**config.mk**
```make
export PLATFORM = sky130hd
export DESIGN_NAME = iq_accum_serializer
export DESIGN_NICKNAME = d
export VERILOG_FILES = /design/src/rtl/iq_accum_serializer.sv
export SDC_FILE = /design/constraint.sdc
export NUM_CORES = 2
export LEC_CHECK = 0
export BUFFER_PORTS_ARGS = -buffer_cell sky130_fd_sc_hd__buf_2
export CORE_MARGIN = 2
export CORE_UTILIZATION = 59
export CTS_CLUSTER_SIZE = 10
export DETAILED_ROUTE_END_ITERATION = 10
export PLACE_DENSITY_LB_ADDON = 0.08
export SYNTH_ARGS = -nofsm -noshare
export SYNTH_HDL_FRONTEND = slang
export SYNTH_SLANG_ARGS = --single-unit
```
**constraint.sdc**
```tcl
create_clock -name clk -period 12.51 [get_ports clk]
set_input_delay 1.251 -clock clk [delete_from_list [all_inputs] [get_ports clk]]
set_output_delay 1.251 -clock clk [all_outputs]
set_load 0.005 [all_outputs]
```
**src/rtl/iq_accum_serializer.sv**
```systemverilog
// Four-channel I/Q decimating accumulator: sums 2^decim_shift strobes per window,
// scales and saturates the eight results, then emits them as an 8-word serial burst.
module iq_accum_serializer #(
    parameter int IW = 18,
    parameter int DW = 16
) (
    input  logic                 clk,
    input  logic                 rst,
    input  logic signed [IW-1:0] i_in0,
    input  logic signed [IW-1:0] i_in1,
    input  logic signed [IW-1:0] i_in2,
    input  logic signed [IW-1:0] i_in3,
    input  logic signed [IW-1:0] q_in0,
    input  logic signed [IW-1:0] q_in1,
    input  logic signed [IW-1:0] q_in2,
    input  logic signed [IW-1:0] q_in3,
    input  logic                 strobe_in,
    input  logic [3:0]           decim_shift,
    output logic signed [DW-1:0] stream_out,
    output logic                 strobe_out,
    output logic                 overrun,
    input  logic                 overrun_clr
);

    localparam int unsigned AW  = IW + 15;
    localparam int unsigned CW  = 15;
    localparam int unsigned NCH = 8;
    localparam int unsigned XW  = 3;

    localparam logic signed [AW-1:0] SAT_MAX = AW'((2 ** (DW - 1)) - 1);
    localparam logic signed [AW-1:0] SAT_MIN = ~SAT_MAX;

    typedef enum logic {
        ST_IDLE  = 1'b0,
        ST_SHIFT = 1'b1
    } state_t;

    state_t state_q, state_d;
    logic [XW-1:0] idx_q, idx_d;

    logic [CW-1:0] cnt_q, cnt_d;
    logic [3:0]    shift_q, shift_d;
    logic signed [AW-1:0] acc_q [NCH];
    logic signed [AW-1:0] acc_d [NCH];
    logic signed [DW-1:0] wbuf_q [NCH-1];
    logic signed [DW-1:0] wbuf_d [NCH-1];
    logic signed [DW-1:0] stream_q, stream_d;
    logic                 strobe_q, strobe_d;
    logic                 overrun_q, overrun_d;

    logic signed [IW-1:0] samp_c [NCH];
    logic signed [AW-1:0] sum_c [NCH];
    logic signed [AW-1:0] scaled_c [NCH];
    logic signed [DW-1:0] res_c [NCH];
    logic                 start_c;
    logic [3:0]           eff_shift_c;
    logic [CW-1:0]        last_cnt_c;
    logic                 complete_c;
    logic                 capture_c;
    logic                 drop_c;

    // Word order I0, Q0, I1, Q1, I2, Q2, I3, Q3
    assign samp_c[0] = i_in0;
    assign samp_c[1] = q_in0;
    assign samp_c[2] = i_in1;
    assign samp_c[3] = q_in1;
    assign samp_c[4] = i_in2;
    assign samp_c[5] = q_in2;
    assign samp_c[6] = i_in3;
    assign samp_c[7] = q_in3;

    // Window bookkeeping; the first strobe of a window uses the live shift before it is latched
    always_comb begin
        start_c     = (cnt_q == '0);
        eff_shift_c = start_c ? decim_shift : shift_q;
        last_cnt_c  = ~({CW{1'b1}} << eff_shift_c);
        complete_c  = strobe_in && (cnt_q == last_cnt_c);
        capture_c   = complete_c && (state_q == ST_IDLE);
        drop_c      = complete_c && (state_q == ST_SHIFT);
    end

    // Running sums including the current sample, scaled and saturated
    always_comb begin
        for (int i = 0; i < int'(NCH); i++) begin
            sum_c[i]    = (start_c ? '0 : acc_q[i]) + AW'(samp_c[i]);
            scaled_c[i] = sum_c[i] >>> eff_shift_c;
            if (scaled_c[i] > SAT_MAX) begin
                res_c[i] = DW'(SAT_MAX);
            end else if (scaled_c[i] < SAT_MIN) begin
                res_c[i] = DW'(SAT_MIN);
            end else begin
                res_c[i] = DW'(scaled_c[i]);
            end
        end
    end

    always_comb begin
        cnt_d     = cnt_q;
        shift_d   = shift_q;
        overrun_d = overrun_q;
        for (int i = 0; i < int'(NCH); i++) begin
            acc_d[i] = acc_q[i];
        end
        for (int i = 0; i < int'(NCH) - 1; i++) begin
            wbuf_d[i] = wbuf_q[i];
        end

        if (strobe_in) begin
            for (int i = 0; i < int'(NCH); i++) begin
                acc_d[i] = sum_c[i];
            end
            cnt_d = complete_c ? '0 : cnt_q + CW'(1);
            if (start_c) begin
                shift_d = decim_shift;
            end
        end

        // Word 0 goes straight to the output register; the rest wait here
        if (capture_c) begin
            for (int i = 0; i < int'(NCH) - 1; i++) begin
                wbuf_d[i] = res_c[i+1];
            end
        end

        if (drop_c) begin
            overrun_d = 1'b1;
        end else if (overrun_clr) begin
            overrun_d = 1'b0;
        end
    end

    always_ff @(posedge clk or posedge rst) begin
        if (rst) begin
            cnt_q     <= '0;
            shift_q   <= '0;
            overrun_q <= 1'b0;
            for (int i = 0; i < int'(NCH); i++) begin
                acc_q[i] <= '0;
            end
            for (int i = 0; i < int'(NCH) - 1; i++) begin
                wbuf_q[i] <= '0;
            end
        end else begin
            cnt_q     <= cnt_d;
            shift_q   <= shift_d;
            overrun_q <= overrun_d;
            for (int i = 0; i < int'(NCH); i++) begin
                acc_q[i] <= acc_d[i];
            end
            for (int i = 0; i < int'(NCH) - 1; i++) begin
                wbuf_q[i] <= wbuf_d[i];
            end
        end
    end

    // Serializer state register
    always_ff @(posedge clk or posedge rst) begin
        if (rst) begin
            state_q  <= ST_IDLE;
            idx_q    <= '0;
            stream_q <= '0;
            strobe_q <= 1'b0;
        end else begin
            state_q  <= state_d;
            idx_q    <= idx_d;
            stream_q <= stream_d;
            strobe_q <= strobe_d;
        end
    end

    // Next state: SHIFT index k is the cycle in which word k is on the output
    always_comb begin
        state_d = state_q;
        idx_d   = idx_q;
        case (state_q)
            ST_IDLE: begin
                if (capture_c) begin
                    state_d = ST_SHIFT;
                    idx_d   = '0;
                end
            end
            ST_SHIFT: begin
                if (idx_q == XW'(NCH - 1)) begin
                    state_d = ST_IDLE;
                    idx_d   = '0;
                end else begin
                    idx_d = idx_q + XW'(1);
                end
            end
            default: begin
                state_d = ST_IDLE;
                idx_d   = '0;
            end
        endcase
    end

    // Output words are registered one step ahead of the state index
    always_comb begin
        stream_d = stream_q;
        strobe_d = 1'b0;
        case (state_q)
            ST_IDLE: begin
                if (capture_c) begin
                    stream_d = res_c[0];
                    strobe_d = 1'b1;
                end
            end
            ST_SHIFT: begin
                if (idx_q != XW'(NCH - 1)) begin
                    stream_d = wbuf_q[idx_q];
                    strobe_d = 1'b1;
                end
            end
            default: begin
                strobe_d = 1'b0;
            end
        endcase
    end

    assign stream_out = stream_q;
    assign strobe_out = strobe_q;
    assign overrun    = overrun_q;

endmodule

```
### Word-level counts from Yosys, hierarchy flattened

Index checks and enable logic that the tools add are counted.
W data, S select, Z words.

* $add $sub $neg: 10
* eq/ne operators: 5
* $lt $le $gt $ge: 17
* reduce and logical (&&, ||, !) cells: 6
* bitwise operators: 3
* shift-type cells: 9
* muxes and demuxes: 42

Operator list (number)
* $mux W16: 20
* $add A33 B33 Y33: 8
* $gt A33 B16 Y1 const B: 8
* $lt A33 B16 Y1 const B: 8
* $mux W33: 8
* $sshr A33 B4 Y33: 8
* $bmux W16 S3: 1
* $pmux W16 S2: 1
* $add A15 B1 Y15 const B: 1
* $eq A15 B15 Y1: 1
* $logic_not A15 Y1: 1
* $mux W15: 1
* $not A15 Y15: 1
* $shl A15 B4 Y15 const A: 1
* $mux W3: 2
* $pmux W3 S2: 1
* $mux W1: 5
* $ge A4 B4 Y1 const B: 1
* $mux W4: 1
* $not A3 Y4: 1
* $pmux W1 S2: 2
* $add A3 B1 Y3 const B: 1
* $eq A3 B3 Y1 const B: 1
* $logic_and A1 B1 Y1: 3
* 6 further kinds: 6

* input bits: 152
* word-level logic and storage cells: 114
* register bits: 417
* output and inout bits: 18

### Logic depth before layout (Yosys ltp)

* depth in word-level cells: 9
* gate-level depth with buffers: 29
* mapped depth without buffers: 22

### Least setup slack after synthesis

OpenSTA, ideal clock, no wires.

* path kind: register to register
* start point: reg cnt_q[0]
* end point: reg wbuf_q[37] (netlist name)
* buffers on the path: 8
* setup time: 0.077 ns
* cell stages (with the launch flop): 29
* setup slack: 5.485 ns
* required time: 12.433 ns
* period minus slack after synthesis: 7.025 ns
* data arrival time: 6.947 ns
* cells stage by stage: dfrtp_1 > inv_1 > ha_1 > or4b_1 > or4_1 > buf_4 > buf_1 > clkbuf_1 > clkbuf_1 > clkbuf_1 > and2_1 > ha_1 > buf_2 > and2_1 > nand4_1 > or4b_2 > clkbuf_1 > and2_1 > a221o_1 > nor4_1 > nor2_1 > or3_1 > a22oi_1 > nand4_1 > o31a_1 > a31oi_1 > buf_2 > o211ai_1 > a21oi_1

* word-level cells in the longest chain between the ends: 7
* elaborated cells on any way between the ends: 14
* those cells by class: 1 x add/sub; 2 x order compare; 1 x eq/ne; 2 x shift; 4 x mux; 1 x bitwise; 3 x reduce/logical

RTL lines
* start, declared: line 41 `logic [CW-1:0] cnt_q, cnt_d;`
* start signal, assigned: line 144 `cnt_q <= cnt_d;`
* $logic_not A15 Y1: line 74 `start_c = (cnt_q == '0);`
* $mux W33 or $mux W4 (tied branches)
* $add A33 B33 Y33 or $shl A15 B4 Y15 (tied branches): line 85, 76
* $sshr A33 B4 Y33 or $not A15 Y15 (tied branches): line 86, 76
* $lt A33 B16 Y1 or $eq A15 B15 Y1 (tied branches): line 89, 77
* $mux W16 or $logic_and A1 B1 Y1 (tied branches): line 89, 77
* $mux W16 or $logic_and A1 B1 Y1 (tied branches): line 87, 78
* end signal, assigned by index: line 151 `wbuf_q[i] <= wbuf_d[i];`
* end, declared: line 45 `logic signed [DW-1:0] wbuf_q [NCH-1];`

Parallel ways exist; a longest one is shown, timed or not.
A chain may end at the register's enable or synchronous reset.

### Worst setup path in the final report

* start point: reg cnt_q[1]
* end point: reg wbuf_q[6] (netlist name)

The elaborated chain is that of the path after synthesis.

==> results.ini <==
[logic_synthesis]
synthFlopType = dfrtp_1
ys_types = 97
syn_area_per_cell_um2 = 7.572
synth-seq-area-share_pct = 22.15
synth.area.top_cells = dfrtp_1 22%, a21oi_1 7.0%, ha_1 6.9%
synthesis.nets = 6626
synth_top_area_cell = dfrtp_1
synth_area_um2 = 46990
yosysTopAreaCellShare_pct = 22.15
async_flop_share_pct = 100.0
synth_cells = 6206
ys_ff_latch = 416
yosysWarnings = 0
synth_edf_count = 0

[timing]
min_period_over_period_pct = 69.67
layout_min_cycle_time_ps = 8716
slew_viol_final = 0
hold_viol = 0
slew_headroom_pct = 13.84
tightest_slew_ps = 1288
tns_ps = 0
timing.fmax_mhz = 114.7
holdWs_ps = 474.3
setup_viol = 0
skew_ps = 33.90
rsz0062_at_grt = no

[drt]
first_iter_violations = 5825
dr_total_vias = 48757
wl_um = 166800
route.detailed.wl_per_inst_um = 23.29
ant_nets = 0
drtPass1Iterations = 9
via_per_inst = 6.809
drc = 0

[floorplanning]
std_cell_rows = 103
io_pins = 170
die_width_um = 286.2
core_um2 = 78870
initial_core_util_pct = 59.58
dieArea_um2 = 81920
die_h_um = 286.2

[setup_path]
cp_max_fo = 86
cp-end-kind = flop
start_kind = flop
crit_path_cell_trace = inv_1 -> ha_1 -> or4b_1 -> or4_4 -> buf_4 -> buf_4 -> mux2_8 -> buf_4 -> nor2_4 -> nand2_2 -> a21oi_1 -> a21oi_1 -> or4_4 -> nor3_2 -> buf_4 -> nand2b_1 -> nor3_1 -> o311a_1 -> a32o_1 -> a21oi_1
cp.arrival_ps = 9220
criticalPathCategory = flop to flop
cp_data_required_time_ps = 13010
rr_startpoint = cnt_q[1]$_DFFE_PP0P_
critical_path.most_common_cell = buf_4
r2r-end = wbuf_q[6]$_DFFE_PP0P_
reg2reg_depth = 20
max_stage_delay_ps = 880
regToRegSetupSlack_ps = 3790
cp_slowest_cell = or4_4

[finish]
multiInputGateArea_um2 = 34620
fillers = 7127
ff_latch_area_um2 = 10410
area_delta_synth_final_pct = 6.417
drive_gt1_share_pct = 10.87
layout.nets = 6490
final_core_util_pct = 63.41

[hold_path]
min_to = wbuf_q[47]$_DFFE_PP0P_
hold_path.class = flop to flop
holdPathStages = 2
hold_start = wbuf_q[47]$_DFFE_PP0P_

[cts]
cts_resized = 0
clock_path_buffers = 3
clkSlewWorstSetupHoldPaths_ps = 60
insertion_delay_ps = 650
cts_setup_buffers = 0
clock_tree.root_cell = clkbuf_16
cts_tree = done
numCtsBuffers = 56
cts.sinks = 416
ctsHoldBuffers = 0
htreeDepth = 2

[global_routing]
grt_max_degree = 170
antenna_found_initial = 5
gr-total-overflow = 0
first_global_vias = 44720
grt_pass1_wl_um = 258600
track_usage_pct = 39.24

[job]
cap_violations = 0

[placed_design]
io_buffers = 169
hpwl_um = 120000
gp_congestion = 1.003

[outcome]
status = finished, final reports clean

area by class of cell:
type,count,share of cell area (%)
clock inverter,19,0.4353
multi-input combinational,5242,69.22
timing repair buffer,237,2.832
tap,1050,2.627
antenna,1,0.005004
sequential,416,20.82
inverter,117,0.8857
clock buffer,79,3.175
registers in the layout (all words and copies together) (netlist names):
register and flops:
overrun 1, state_q 1, shift_q 4, acc_q 264
wbuf_q 112, cnt_q 15, stream_out 16, idx_q 3
cell families after synthesis:
kind of cell,count (synthesis),share of synthesized area [%]
fa+ha+maj,269,7.285
xor+xnor,241,4.492
compound gates,2057,28.25
mux,483,11.53
flops,416,22.15
buf+inv,548,4.524
simple gates,2192,21.77
cell usage in the layout, fill, tap and decap left out, types with 25 or more instances in the layout:
master / n
nand2_1: 738
a21oi_1: 657
nor2_1: 588
dfrtp_1: 416
o21ai_0: 365
and2_1: 281
ha_1: 260
mux2_2: 243
mux2i_1: 209
o211ai_1: 175
buf_2: 168
a211oi_1: 164
xnor2_1: 137
nand3_1: 135
nor3_1: 124
inv_1: 116
xor2_1: 104
a21o_1: 83
nand4_1: 76
o22ai_1: 75
buf_4: 64
a31oi_1: 62
clkbuf_16: 56
o21a_1: 50
and3_1: 44
nor4_1: 32
nand2b_1: 31
a21boi_0: 29
o21bai_1: 28
a221oi_1: 28
o221ai_1: 28
a22oi_1: 26
or3_1: 25
layer usage:
metal  share of wire, %  track usage [%]  vias to the layer above  wire length [um]
met1                 44            56.37                    23194             72730
met2                 43            59.73                     2496             72110
met4                4.1            14.65                        4              6862
met3                9.0            5.612                      398             15030
li1                   -                -                    22665                 -
met5              0.013                0                        -                22
cell usage after synthesis (75+ instances only):
| cell | count |
|---|---|
| clkbuf_1 | 332 |
| mux2_2 | 245 |
| a21oi_1 | 657 |
| xor2_1 | 104 |
| ha_1 | 260 |
| nor3_1 | 125 |
| inv_1 | 117 |
| o211ai_1 | 175 |
| dfrtp_1 | 416 |
| a21o_1 | 83 |
| o22ai_1 | 75 |
| o21ai_0 | 365 |
| mux2i_1 | 214 |
| a211oi_1 | 164 |
| nand3_1 | 135 |
| nor2_1 | 591 |
| nand4_1 | 76 |
| xnor2_1 | 137 |
| nand2_1 | 740 |
| and2_1 | 281 |
how the worst max path moves through the flow:
stage | from | end | slack [ps] | depth (start not counted)
after global placement | cnt_q[0]$_DFFE_PP0P_ | stream_out[8]$_DFFE_PP0P_ | 4130 | 21
after floorplan | cnt_q[0]$_DFFE_PP0P_ | wbuf_q[37]$_DFFE_PP0P_ | 5490 | 28
after global routing | cnt_q[0]$_DFFE_PP0P_ | stream_out[8]$_DFFE_PP0P_ | 3260 | 21
after detailed placement | cnt_q[0]$_DFFE_PP0P_ | wbuf_q[1]$_DFFE_PP0P_ | 3980 | 20
after CTS | cnt_q[0]$_DFFE_PP0P_ | stream_out[8]$_DFFE_PP0P_ | 3960 | 21
final | cnt_q[1]$_DFFE_PP0P_ | wbuf_q[6]$_DFFE_PP0P_ | 3790 | 20
metrics by stage:
| step | area (um2) | worst slack, ps | instances |
|---|---|---|---|
| finish | 50010 | 3794 | 7161 |
| global route | 50010 | 3263 | 7161 |
| CTS | 50010 | 3957 | 7160 |
| detailed placement | 48200 | 3976 | 7062 |
| global placement | 48200 | 4132 | 7062 |
| floorplan | 47000 | 5485 | 6206 |
critical path, delay by kind of cell (launching register included):
kind	cells	cell delay [ps]
AO/OA/AOI/OAI	5	1230
adder cells (fa/ha/maj)	1	170
buffers and inverters	5	1810
flip-flops	1	390
multiplexers	1	660
AND/OR/NAND/NOR	8	4100
Power is left out: the tool's default activity adds up to more than one toggle a clock period on the data nets, which glitch-free logic cannot reach.
